$ cat src/rtl/io_pkg.sv
// Shared constants for input conditioning blocks.
// Default synchroniser depth and debounce length.
package io_pkg;

  localparam int IO_SYNC_STAGES     = 2;
  localparam int IO_DEBOUNCE_CYCLES = 16;

  // Debounce counter width, never narrower than one bit.
  function automatic int cnt_width(input int cycles);
    return (cycles > 1) ? $clog2(cycles) : 1;
  endfunction

endpackage

$ cat src/rtl/sync_chain.sv
// N-stage synchroniser for a bus of independent bits.
// Last stage is the only output safe for clk-domain logic.
module sync_chain #(
  parameter int   WIDTH       = 1,
  parameter int   STAGES      = 2,
  parameter logic RESET_LEVEL = 1'b0
) (
  input  logic             clk,
  input  logic             reset,
  input  logic [WIDTH-1:0] d,
  output logic [WIDTH-1:0] q
);

  logic [WIDTH-1:0] stage [STAGES];

  // Shift raw inputs through the flop chain.
  always_ff @(posedge clk) begin
    if (reset) begin
      for (int i = 0; i < STAGES; i++)
        stage[i] <= {WIDTH{RESET_LEVEL}};
    end else begin
      stage[0] <= d;
      for (int i = 1; i < STAGES; i++)
        stage[i] <= stage[i-1];
    end
  end

  assign q = stage[STAGES-1];

endmodule

$ cat src/rtl/input_conditioner.sv
// Synchronise, debounce and edge-detect raw input pins.
// One shared sync chain, one counter per channel.
module input_conditioner
  import io_pkg::*;
#(
  parameter int   CHANNELS        = 4,
  parameter int   SYNC_STAGES     = IO_SYNC_STAGES,
  parameter int   DEBOUNCE_CYCLES = IO_DEBOUNCE_CYCLES,
  parameter logic RESET_LEVEL     = 1'b0
) (
  input  logic                clk,
  input  logic                reset,
  input  logic [CHANNELS-1:0] async_in,
  output logic [CHANNELS-1:0] level,
  output logic [CHANNELS-1:0] rise,
  output logic [CHANNELS-1:0] fall,
  output logic                changed
);

  localparam int CW = cnt_width(DEBOUNCE_CYCLES);
  localparam logic [CW-1:0] CNT_MAX = CW'(DEBOUNCE_CYCLES - 1);

  logic [CHANNELS-1:0] synced;
  logic [CHANNELS-1:0] accept;

  sync_chain #(
    .WIDTH       (CHANNELS),
    .STAGES      (SYNC_STAGES),
    .RESET_LEVEL (RESET_LEVEL)
  ) u_sync (
    .clk   (clk),
    .reset (reset),
    .d     (async_in),
    .q     (synced)
  );

  for (genvar ch = 0; ch < CHANNELS; ch++) begin : g_ch
    logic [CW-1:0] count;
    logic          lvl;
    logic          rs;
    logic          fl;

    assign accept[ch] = (synced[ch] != lvl) && (count == CNT_MAX);

    // Count consecutive differing samples; flip level on a full run.
    always_ff @(posedge clk) begin
      if (reset) begin
        count <= '0;
        lvl   <= RESET_LEVEL;
        rs    <= 1'b0;
        fl    <= 1'b0;
      end else begin
        rs <= accept[ch] & synced[ch];
        fl <= accept[ch] & ~synced[ch];
        if (synced[ch] == lvl) begin
          count <= '0;
        end else if (count == CNT_MAX) begin
          lvl   <= synced[ch];
          count <= '0;
        end else begin
          count <= count + 1'b1;
        end
      end
    end

    assign level[ch] = lvl;
    assign rise[ch]  = rs;
    assign fall[ch]  = fl;
  end

  // Any channel accepting a change pulses in the same cycle.
  always_ff @(posedge clk) begin
    if (reset) changed <= 1'b0;
    else       changed <= |accept;
  end

endmodule

$ cat config.mk
export PLATFORM = sky130hd
export DESIGN_NAME = input_conditioner
export DESIGN_NICKNAME = d
export VERILOG_FILES = /design/src/rtl/io_pkg.sv /design/src/rtl/sync_chain.sv /design/src/rtl/input_conditioner.sv
export SDC_FILE = /design/constraint.sdc
export NUM_CORES = 1
export LEC_CHECK = 0
export ABC_AREA = 0
export CAP_MARGIN = 20
export CORE_MARGIN = 2
export CORE_UTILIZATION = 34
export CTS_CLUSTER_SIZE = 10
export DETAILED_ROUTE_END_ITERATION = 12
export REMOVE_ABC_BUFFERS = 1
export SLEW_MARGIN = 15
export SYNTH_ARGS = -nofsm -noshare
export SYNTH_HDL_FRONTEND = slang
export SYNTH_HIERARCHICAL = 1
export SYNTH_SLANG_ARGS = --single-unit
$ cat constraint.sdc
create_clock -name clk -period 1.5 [get_ports clk]
set_input_delay 0.225 -clock clk [delete_from_list [all_inputs] [get_ports clk]]
set_output_delay 0.225 -clock clk [all_outputs]
set_load 0.03 [all_outputs]
==> results_dict.tcl, run 1 <==
set metrics [dict create \
    p_int_w 0.00144 \
    gp_congestion 0.657 \
    power.density_nw_per_um2 1090 \
    post-route-min-period_ns 1.33 \
    port_buffers 18 \
    cts_buffer_depth 2 \
    cts_setup_buffers 0 \
    dr.pass1.iters 4 \
    drc 0 \
    top_level_ports 19 \
    cp-startpoint "g_ch[0].lvl" \
    tightestPinTransition_ns 0.329 \
    maxCapViolations 0 \
    grt_overflow 0 \
    hold_depth 1 \
    ant_nets 0 \
    cp_max_fo 5 \
    start_kind "flip-flop" \
    synth_seq_cells 37 \
    crit_arrival_ns 1.11 \
    fin_cells 189 \
    antennaDiodeCount 0 \
    synth.distinct_cells 19 \
    nets 148 \
    hold_class "reg -> reg" \
    rsz0062_at_grt "no" \
    comb_power_share 0.030 \
    end_kind "output pin" \
    r2r_setup_slack_ns 0.31 \
    finalClockSkew_ns 0.00548 \
    async_flop_share 0 \
    critical_path_cell_count 1 \
    swShare 0.197 \
    synth-main-ff-cell "dfxtp_1" \
    max_freq_mhz 750 \
    syn2layout_area_growth_pct 18.2 \
    cts_max_level 2 \
    status "completed" \
    layout-drive-gt1-share 0.101 \
    drt-initial-drc-count 2 \
    ys_warn_count 6 \
    period_share 0.889 \
    setup_viol 0 \
    cp_slowest_stage_delay_ns 0.42 \
    postCtsHoldBufs 0 \
    p_switching_w 0.000354 \
    slew_headroom 0.780 \
    cp_slowest_cell "dlygate4sd2_1" \
    grtUsageTotal 0.106 \
    grt_max_degree 30 \
    reg2regPathDepth 4 \
    yosysMostFrequentCell "dfxtp_1" \
    wl_per_cell_um 11.1 \
    grt_pass1_vias 847 \
    totalPowerFinal_w 0.00179 \
    path_clk_slew_ns 0.07 \
    initial_core_util 0.350 \
    ys_seq_area_frac 0.533 \
    fp.dieW_um 67.9 \
    routed_wl_um 2100 \
    critPathBufInv 1 \
    synth_area_leader_cell "dfxtp_1" \
    crit_type "reg -> out" \
    die_h_um 67.9 \
    synth-edff-count 0 \
    core_sq_um 3970 \
    fin_util 0.414 \
    rr_startpoint "g_ch[3].count[0]" \
    crit_chain "dlygate4sd2_1" \
    synth_common_cells "dfxtp_1, buf_4, nor2_1" \
    min_from "u_sync/stage[0][2]" \
    clk_latency_ns 0.28 \
    cp_top_family "buffers and inverters" \
    vias 855 \
    antenna_found_initial 0 \
    placementRows 23 \
    grt_pass1_wl_um 3390 \
    worstPathRequired_ns 1.27 \
    dieArea_sq_um 4620 \
    hold_violations 0 \
    netlist_area_sq_um 1390 \
    cts.sinks 37 \
    power_leakage_nw 0.783 \
    cts-root-buf "clkbuf_8" \
    numPlacedInstances 181 \
    drt-vias-per-instance 4.52 \
    place_ws_ns 0.0888 \
    vdd_drop_max_uv 508 \
    synthCells 130 \
    hpwl_um 1520 \
    avgSynthCellArea_sq_um 10.7 \
    slew_viol_final 0 \
    numCtsBuffers 5 \
    setup_tns_ns 0 \
    fin_ws_ns 0.167 \
    synth_top_area_frac 0.533 \
    tritoncts "yes" \
    power_frac_seq 0.559 \
    ys_top_cells_by_area "dfxtp_1, buf_4, nor4b_1" \
    power_frac_clock 0.411 \
]
==> worst paths after layout <==
path | to
min reg2reg | u_sync/stage[0][6]
min | u_sync/stage[0][6]
max | level[0]
max reg2reg | changed
==> per-stage QoR <==
step,area (sq um),hold slack (ns)
2_1_floorplan,1260,0.297
3_3_place_gp,1520,0.419
3_5_place_dp,1520,0.424
4_1_cts,1620,0.435
5_1_grt,1640,0.445
6_report,1640,0.431
==> what timing repair did <==
| action | in CTS | in global routing |
|---|---|---|
| setup endpoints to repair | 4 | 9 |
| hold endpoints to repair | 0 | 0 |
| pin swaps | 0 | 0 |
| resized for setup | 4 | 9 |
==> state kept, by name (all words and copies together), names as in the netlist <==
name,count
g_ch.fl,4
g_ch.rs,4
g_ch.count,16
u_sync/stage,8
g_ch.lvl,4
changed,1
==> cell type report <==
type,count,area [sq um]
clock buffer,7,96.3
clock inverter,1,5.00
fill,379,2330
inverter,4,15.0
multi-input combinational,71,505
sequential,37,741
tap,50,62.6
timing repair buffer,19,218
==> power by group through the flow <==
stage	clock network, W	registers, W	logic, W
final	0.000737	0.00100	0.0000535
after global routing	0.000809	0.00100	0.0000598
after CTS	0.000762	0.00100	0.0000547
after detailed placement	0	0.00103	0.0000544
after global placement	0	0.00103	0.0000532
after floorplan	0	0.00102	0.0000213
==> layer usage <==
metal  vias to the layer above  GRT usage  part of all wire
li1                        440          -                 -
met1                       395      0.105              0.42
met2                        13      0.175              0.51
met3                         7     0.0395             0.041
met4                         0     0.0900             0.033
met5                         -          0                 0
==> cell families after synthesis <==
kind of cell | synth area share
and+or+nand+nor | 0.176
DFF | 0.533
buffers and inverters | 0.104
xor gates and xnor gates | 0.0756
AOI/OAI and AO/OA | 0.0468
muxes | 0.0288
adders and majority gates | 0.0360
==> cell usage in the layout, fill, tap and decap left out, drive strengths merged <==
master | synthesis | final
a311o | 4 | 4
buf | 17 | 1
clkbuf | 1 | 7
clkdlybuf4s50 | 0 | 5
clkinv | 0 | 1
dfxtp | 37 | 37
dlygate4sd2 | 0 | 4
dlymetal6s2s | 0 | 9
ha | 4 | 4
inv | 4 | 4
mux2i | 4 | 4
nand3 | 8 | 8
nor2 | 16 | 16
nor2b | 8 | 8
nor3 | 4 | 4
nor4b | 8 | 8
o21ba | 1 | 1
o22ai | 2 | 2
xnor2 | 8 | 8
xor2 | 4 | 4
No activity file was read; power rests on OpenSTA's default activity.
==> run 2: changes to the inputs <==
CELL_PAD_IN_SITES_DETAIL_PLACEMENT = 1   (was default)
CELL_PAD_IN_SITES_GLOBAL_PLACEMENT = 1   (was default)
CORE_ASPECT_RATIO = 1.1   (was default)
PLACE_DENSITY_LB_ADDON = 0.1   (was default)
==> run 2 against run 1 <==
  * Critical endpoint unchanged
  * Power down 3.5%
  * First-iteration DRC count rose to 9.5 times the previous value
  * Highest routed layer unchanged
  * Clock power down 8.4%
  * Via count up 0.94%
  * Routed wire length up 4.9%
==> results_dict.tcl, run 2 (same netlist as run 1, synthesis figures left out) <==
set metrics [dict create \
    status "completed" \
    cp_slowest_cell "dlygate4sd2_1" \
    crit_type "reg -> out" \
    fin_util 0.411 \
    cp_top_family "buffers and inverters" \
    critPathBufInv 1 \
    numPlacedInstances 183 \
    dr.pass1.iters 2 \
    top_usage_layer "met2" \
    period_share 0.889 \
    ant_nets 0 \
    hold_violations 0 \
    comb_power_share 0.031 \
    syn2layout_area_growth_pct 16.2 \
    reg2regPathDepth 4 \
    max_freq_mhz 750 \
    power_leakage_nw 0.718 \
    dpl_cell_area_sq_um 1530 \
    crit_chain "dlygate4sd2_1" \
    r2r_end "changed" \
    p_switching_w 0.000342 \
    post-route-min-period_ns 1.33 \
    hold_depth 1 \
    top_register "g_ch.count" \
    cp_slowest_stage_delay_ns 0.42 \
    clk_latency_ns 0.28 \
    min_from "u_sync/stage[0][2]" \
    grt_pass1_wl_um 3930 \
    cp_max_fo 5 \
    tritoncts "yes" \
    finalClockSkew_ns 0.00484 \
    place_ws_ns 0.0702 \
    hold_class "reg -> reg" \
    dieArea_sq_um 4620 \
    top_regs "g_ch.count (16), u_sync/stage (8)" \
    fin_cells 190 \
    placementRows 24 \
    vdd_drop_max_uv 492 \
    met3_usage 0.0525 \
    crit_arrival_ns 1.11 \
    end_kind "output pin" \
    swShare 0.198 \
    final_common_cell "dfxtp_1" \
    drc 0 \
    numCtsBuffers 5 \
    rsz0062_at_grt "no" \
    setup_tns_ns 0 \
    hpwl_um 1640 \
    maxCapViolations 0 \
    fp.dieW_um 65.0 \
    power_frac_seq 0.580 \
    antenna_found_initial 0 \
    antennaDiodeCount 0 \
    final_cell_mix "dfxtp_1, nor2_1" \
    setup_viol 0 \
    rr_startpoint "g_ch[2].count[0]" \
    grt_pass1_vias 902 \
    vias 863 \
    use_met1 0.116 \
    die_h_um 71.1 \
    gp_congestion 0.673 \
    largest_reg_flops 16 \
    cts_buffer_depth 2 \
    grt_overflow 0 \
    nets 148 \
    core_sq_um 3930 \
    cts_max_level 2 \
    r2r_setup_slack_ns 0.30 \
    port_buffers 18 \
    cts.sinks 37 \
    drt-vias-per-instance 4.54 \
    slew_viol_final 0 \
    power.density_nw_per_um2 1070 \
    slew_headroom 0.779 \
    p_int_w 0.00139 \
    grt_max_degree 30 \
    drt-initial-drc-count 19 \
    fin_ws_ns 0.166 \
    initial_core_util 0.353 \
    met2_usage 0.196 \
    cts-root-buf "clkbuf_8" \
    path_clk_slew_ns 0.07 \
    start_kind "flip-flop" \
    grtUsageTotal 0.116 \
    tightestPinTransition_ns 0.331 \
    layout-drive-gt1-share 0.0870 \
    wl_per_cell_um 11.6 \
    fin_area_sq_um 1620 \
    whs_endpoint "u_sync/stage[0][6]" \
    top_level_ports 19 \
    routed_wl_um 2200 \
    power_frac_clock 0.389 \
    worstPathRequired_ns 1.27 \
    postCtsHoldBufs 0 \
]
==> run 2: cell count changes in the layout (fill, tap and decap cells not counted) <==
cell | before | now
dlymetal6s2s_1 | 9 | 5
clkbuf_8 | 7 | 6
clkbuf_1 | 0 | 1
clkinv_2 | 1 | 0
dlygate4sd2_1 | 4 | 8
==> run 2: timing repair <==
item,4_1_cts,5_1_grt
gates resized for setup,8,5
setup endpoints to repair,8,5
buffers inserted,0,0
==> run 2: through the flow <==
| step | hold WS [ns] | power, W |
|---|---|---|
| after floorplan | 0.297 | 0.00105 |
| after global placement | 0.419 | 0.00108 |
| after detailed placement | 0.427 | 0.00108 |
| after CTS | 0.442 | 0.00177 |
| after global routing | 0.457 | 0.00182 |
| final | 0.439 | 0.00173 |
==> run 2: cell type report <==
type / count / area (sq um)
inverters: 4 / 15.0
fillers: 450 / 2320
clock buffers: 7 / 86.3
flip-flops and latches: 37 / 741
well taps: 52 / 65.1
multi-input cells: 71 / 505
repair buffers: 19 / 203
==> run 2: power by group through the flow <==
stage               Sequential (W)  Combinational, W  Clock (W)
floorplan                  0.00102         0.0000213          0
global placement           0.00103         0.0000535          0
detailed placement         0.00103         0.0000551          0
CTS                        0.00100         0.0000554   0.000710
global route               0.00100         0.0000597   0.000757
finish                     0.00100         0.0000537   0.000675
==> run 2: routing by layer <==
layer | vias up | wire length [um]
met5 | - | 0
met1 | 403 | 871
met2 | 15 | 1150
li1 | 439 | -
met4 | 0 | 62
met3 | 6 | 116
==> run 2: how the worst max path moves through the flow <==
stage | start | slack, ns | depth (start not counted) | to
floorplan | g_ch[3].lvl | 0.31 | 3 | g_ch[3].count[3]
global placement | reset | 0.10 | 4 | g_ch[3].count[3]
detailed placement | reset | 0.07 | 4 | g_ch[1].count[3]
CTS | g_ch[2].fl | 0.001 | 1 | fall[2]
global route | g_ch[1].lvl | 0.10 | 1 | level[1]
finish | g_ch[0].lvl | 0.17 | 1 | level[0]
==> run 3: changes to the inputs <==
CTS_CLUSTER_DIAMETER = 30   (was default)
SYNTH_HIERARCHICAL = default   (was 1)
==> run 3 against run 2 <==
  * Register-to-register slack barely moved
  * Utilization rose by 0.35 points
  * Cell area barely moved
  * Via count fell by 1.2%
  * Largest power group unchanged
  * Global-route usage fell by 0.22 points
  * Cell count did not move
  * Worst hold slack got worse by 0.00068 ns
  * Non-clock buffer count did not move
  * Routed wire length fell by 1.6%
  * Clock power barely moved
  * Synthesized cell count fell by 2.3%
==> results_dict.tcl, run 3 <==
set metrics [dict create \
    setup_viol 0 \
    top_level_ports 19 \
    netlist_area_sq_um 1370 \
    cts.sinks 37 \
    synth_top_area_frac 0.543 \
    cts_max_level 2 \
    top_register "g_ch.count" \
    nets 148 \
    drc 0 \
    fin_ws_ns 0.0342 \
    synth_area_leader_cell "dfxtp_1" \
    finalClockSkew_ns 0.00257 \
    synth_seq_cells 37 \
    synth_common_cells "dfxtp_1, nor2_1, buf_4" \
    cp-startpoint "g_ch[0].rs" \
    cts_buffer_depth 2 \
    synth.distinct_cells 19 \
    wl_per_cell_um 11.4 \
    cp_slowest_stage_delay_ns 0.66 \
    synth-edff-count 0 \
    tritoncts "yes" \
    cts-root-buf "clkbuf_8" \
    critPathBufInv 1 \
    hold_depth 1 \
    dr.pass1.iters 4 \
    slew_headroom 0.782 \
    port_buffers 18 \
    async_flop_share 0 \
    post-route-min-period_ns 1.47 \
    initial_core_util 0.350 \
    postCtsHoldBufs 0 \
    drt-initial-drc-count 34 \
    gp_congestion 0.678 \
    ys_warn_count 0 \
    max_freq_mhz 682 \
    layout-drive-gt1-share 0.0870 \
    fp.dieW_um 64.4 \
    ys_top_cells_by_area "dfxtp_1, buf_4, nor4b_1" \
    grt_pass1_vias 881 \
    cp_slowest_cell "clkdlybuf4s50_1" \
    critical_path_cell_count 1 \
    ys_seq_area_frac 0.543 \
    setup_tns_ns 0 \
    yosysMostFrequentCell "dfxtp_1" \
    avgSynthCellArea_sq_um 10.7 \
    drt-vias-per-instance 4.49 \
    core_sq_um 3900 \
    cp_top_family "buffers and inverters" \
    antennaDiodeCount 0 \
    fin_area_sq_um 1620 \
    fin_hold_ws_ns 0.438 \
    fin_util 0.414 \
    antenna_found_initial 0 \
    crit_arrival_ns 1.24 \
    numCtsBuffers 5 \
    worstPathRequired_ns 1.27 \
    final_cell_mix "dfxtp_1, nor2_1" \
    cp_max_fo 1 \
    clk_latency_ns 0.28 \
    largest_reg_flops 16 \
    path_clk_slew_ns 0.06 \
    hold_class "reg -> reg" \
    status "completed" \
    rr_startpoint "g_ch[0].count[0]" \
    period_share 0.977 \
    die_h_um 70.5 \
    power_leakage_nw 0.713 \
    syn2layout_area_growth_pct 18.4 \
    synth-main-ff-cell "dfxtp_1" \
    rsz0062_at_grt "no" \
    dieArea_sq_um 4540 \
    crit_chain "clkdlybuf4s50_1" \
    final_common_cell "dfxtp_1" \
    hold_violations 0 \
    grt_max_degree 30 \
    place_ws_ns 0.0759 \
    placementRows 24 \
    top_regs "g_ch.count (16), u_sync.stage (8)" \
    dpl_cell_area_sq_um 1530 \
    power.density_nw_per_um2 1070 \
    cts_setup_buffers 0 \
    crit_type "reg -> out" \
    synthCells 127 \
    hpwl_um 1590 \
    routed_wl_um 2170 \
    grt_overflow 0 \
    start_kind "flip-flop" \
    tightestPinTransition_ns 0.327 \
    ant_nets 0 \
    min_from "u_sync.stage[0][3]" \
    reg2regPathDepth 4 \
    grt_pass1_wl_um 3880 \
    end_kind "output pin" \
    grtUsageTotal 0.114 \
    maxCapViolations 0 \
    slew_viol_final 0 \
    vias 853 \
    vdd_drop_max_uv 488 \
]
-- run 3: path summary, 6_finish.rpt --
check,end,slack [ns]
min,u_sync.stage[0][7],0.44
max reg2reg,changed,0.31
min reg2reg,u_sync.stage[0][7],0.44
max,rise[0],0.03
-- run 3: kinds of logic (layout without fill, tap and decap cells) --
family / count (synthesis) / after routing / share of synthesized area
AOI/OAI and AO/OA: 7 / 7 / 0.0477
xor gates and xnor gates: 12 / 12 / 0.0770
adders and majority gates: 4 / 4 / 0.0367
buffers and inverters: 19 / 30 / 0.0871
DFF: 37 / 37 / 0.543
muxes: 4 / 4 / 0.0293
and+or+nand+nor: 44 / 44 / 0.180
-- run 3: where the power goes --
part	internal (W)	switching [W]	total [W]	leakage, nW
Clock	0.000364	0.000310	0.000674	0.0443
Sequential	0.000996	0.00000804	0.00100	0.300
Combinational	0.0000303	0.0000232	0.0000535	0.369
Total	0.00139	0.000341	0.00173	0.713
-- run 3: area by class of cell --
type	count	area [sq um]
Clock buffer	7	86.3
Inverter	4	15.0
Tap cell	52	65.1
Multi-Input combinational cell	71	505
Sequential cell	37	741
Timing Repair Buffer	19	204
Fill cell	448	2290
-- run 3: repair_timing --
action	4_1_cts	5_1_grt
setup endpoints to repair	7	5
resized for setup	7	5
pin swaps	0	0
hold endpoints to repair	0	0
-- run 3: stage by stage --
step,cells,power [W]
final,190,0.00173
after global routing,190,0.00182
after CTS,190,0.00177
after detailed placement,183,0.00108
after global placement,183,0.00108
after floorplan,112,0.00105
-- run 3: layer usage --
layer	up-vias	share of wire	track usage
met1	393	0.43	0.124
met4	0	0.026	0.0638
met5	-	0	0
li1	437	-	-
met2	18	0.48	0.185
met3	5	0.055	0.0467
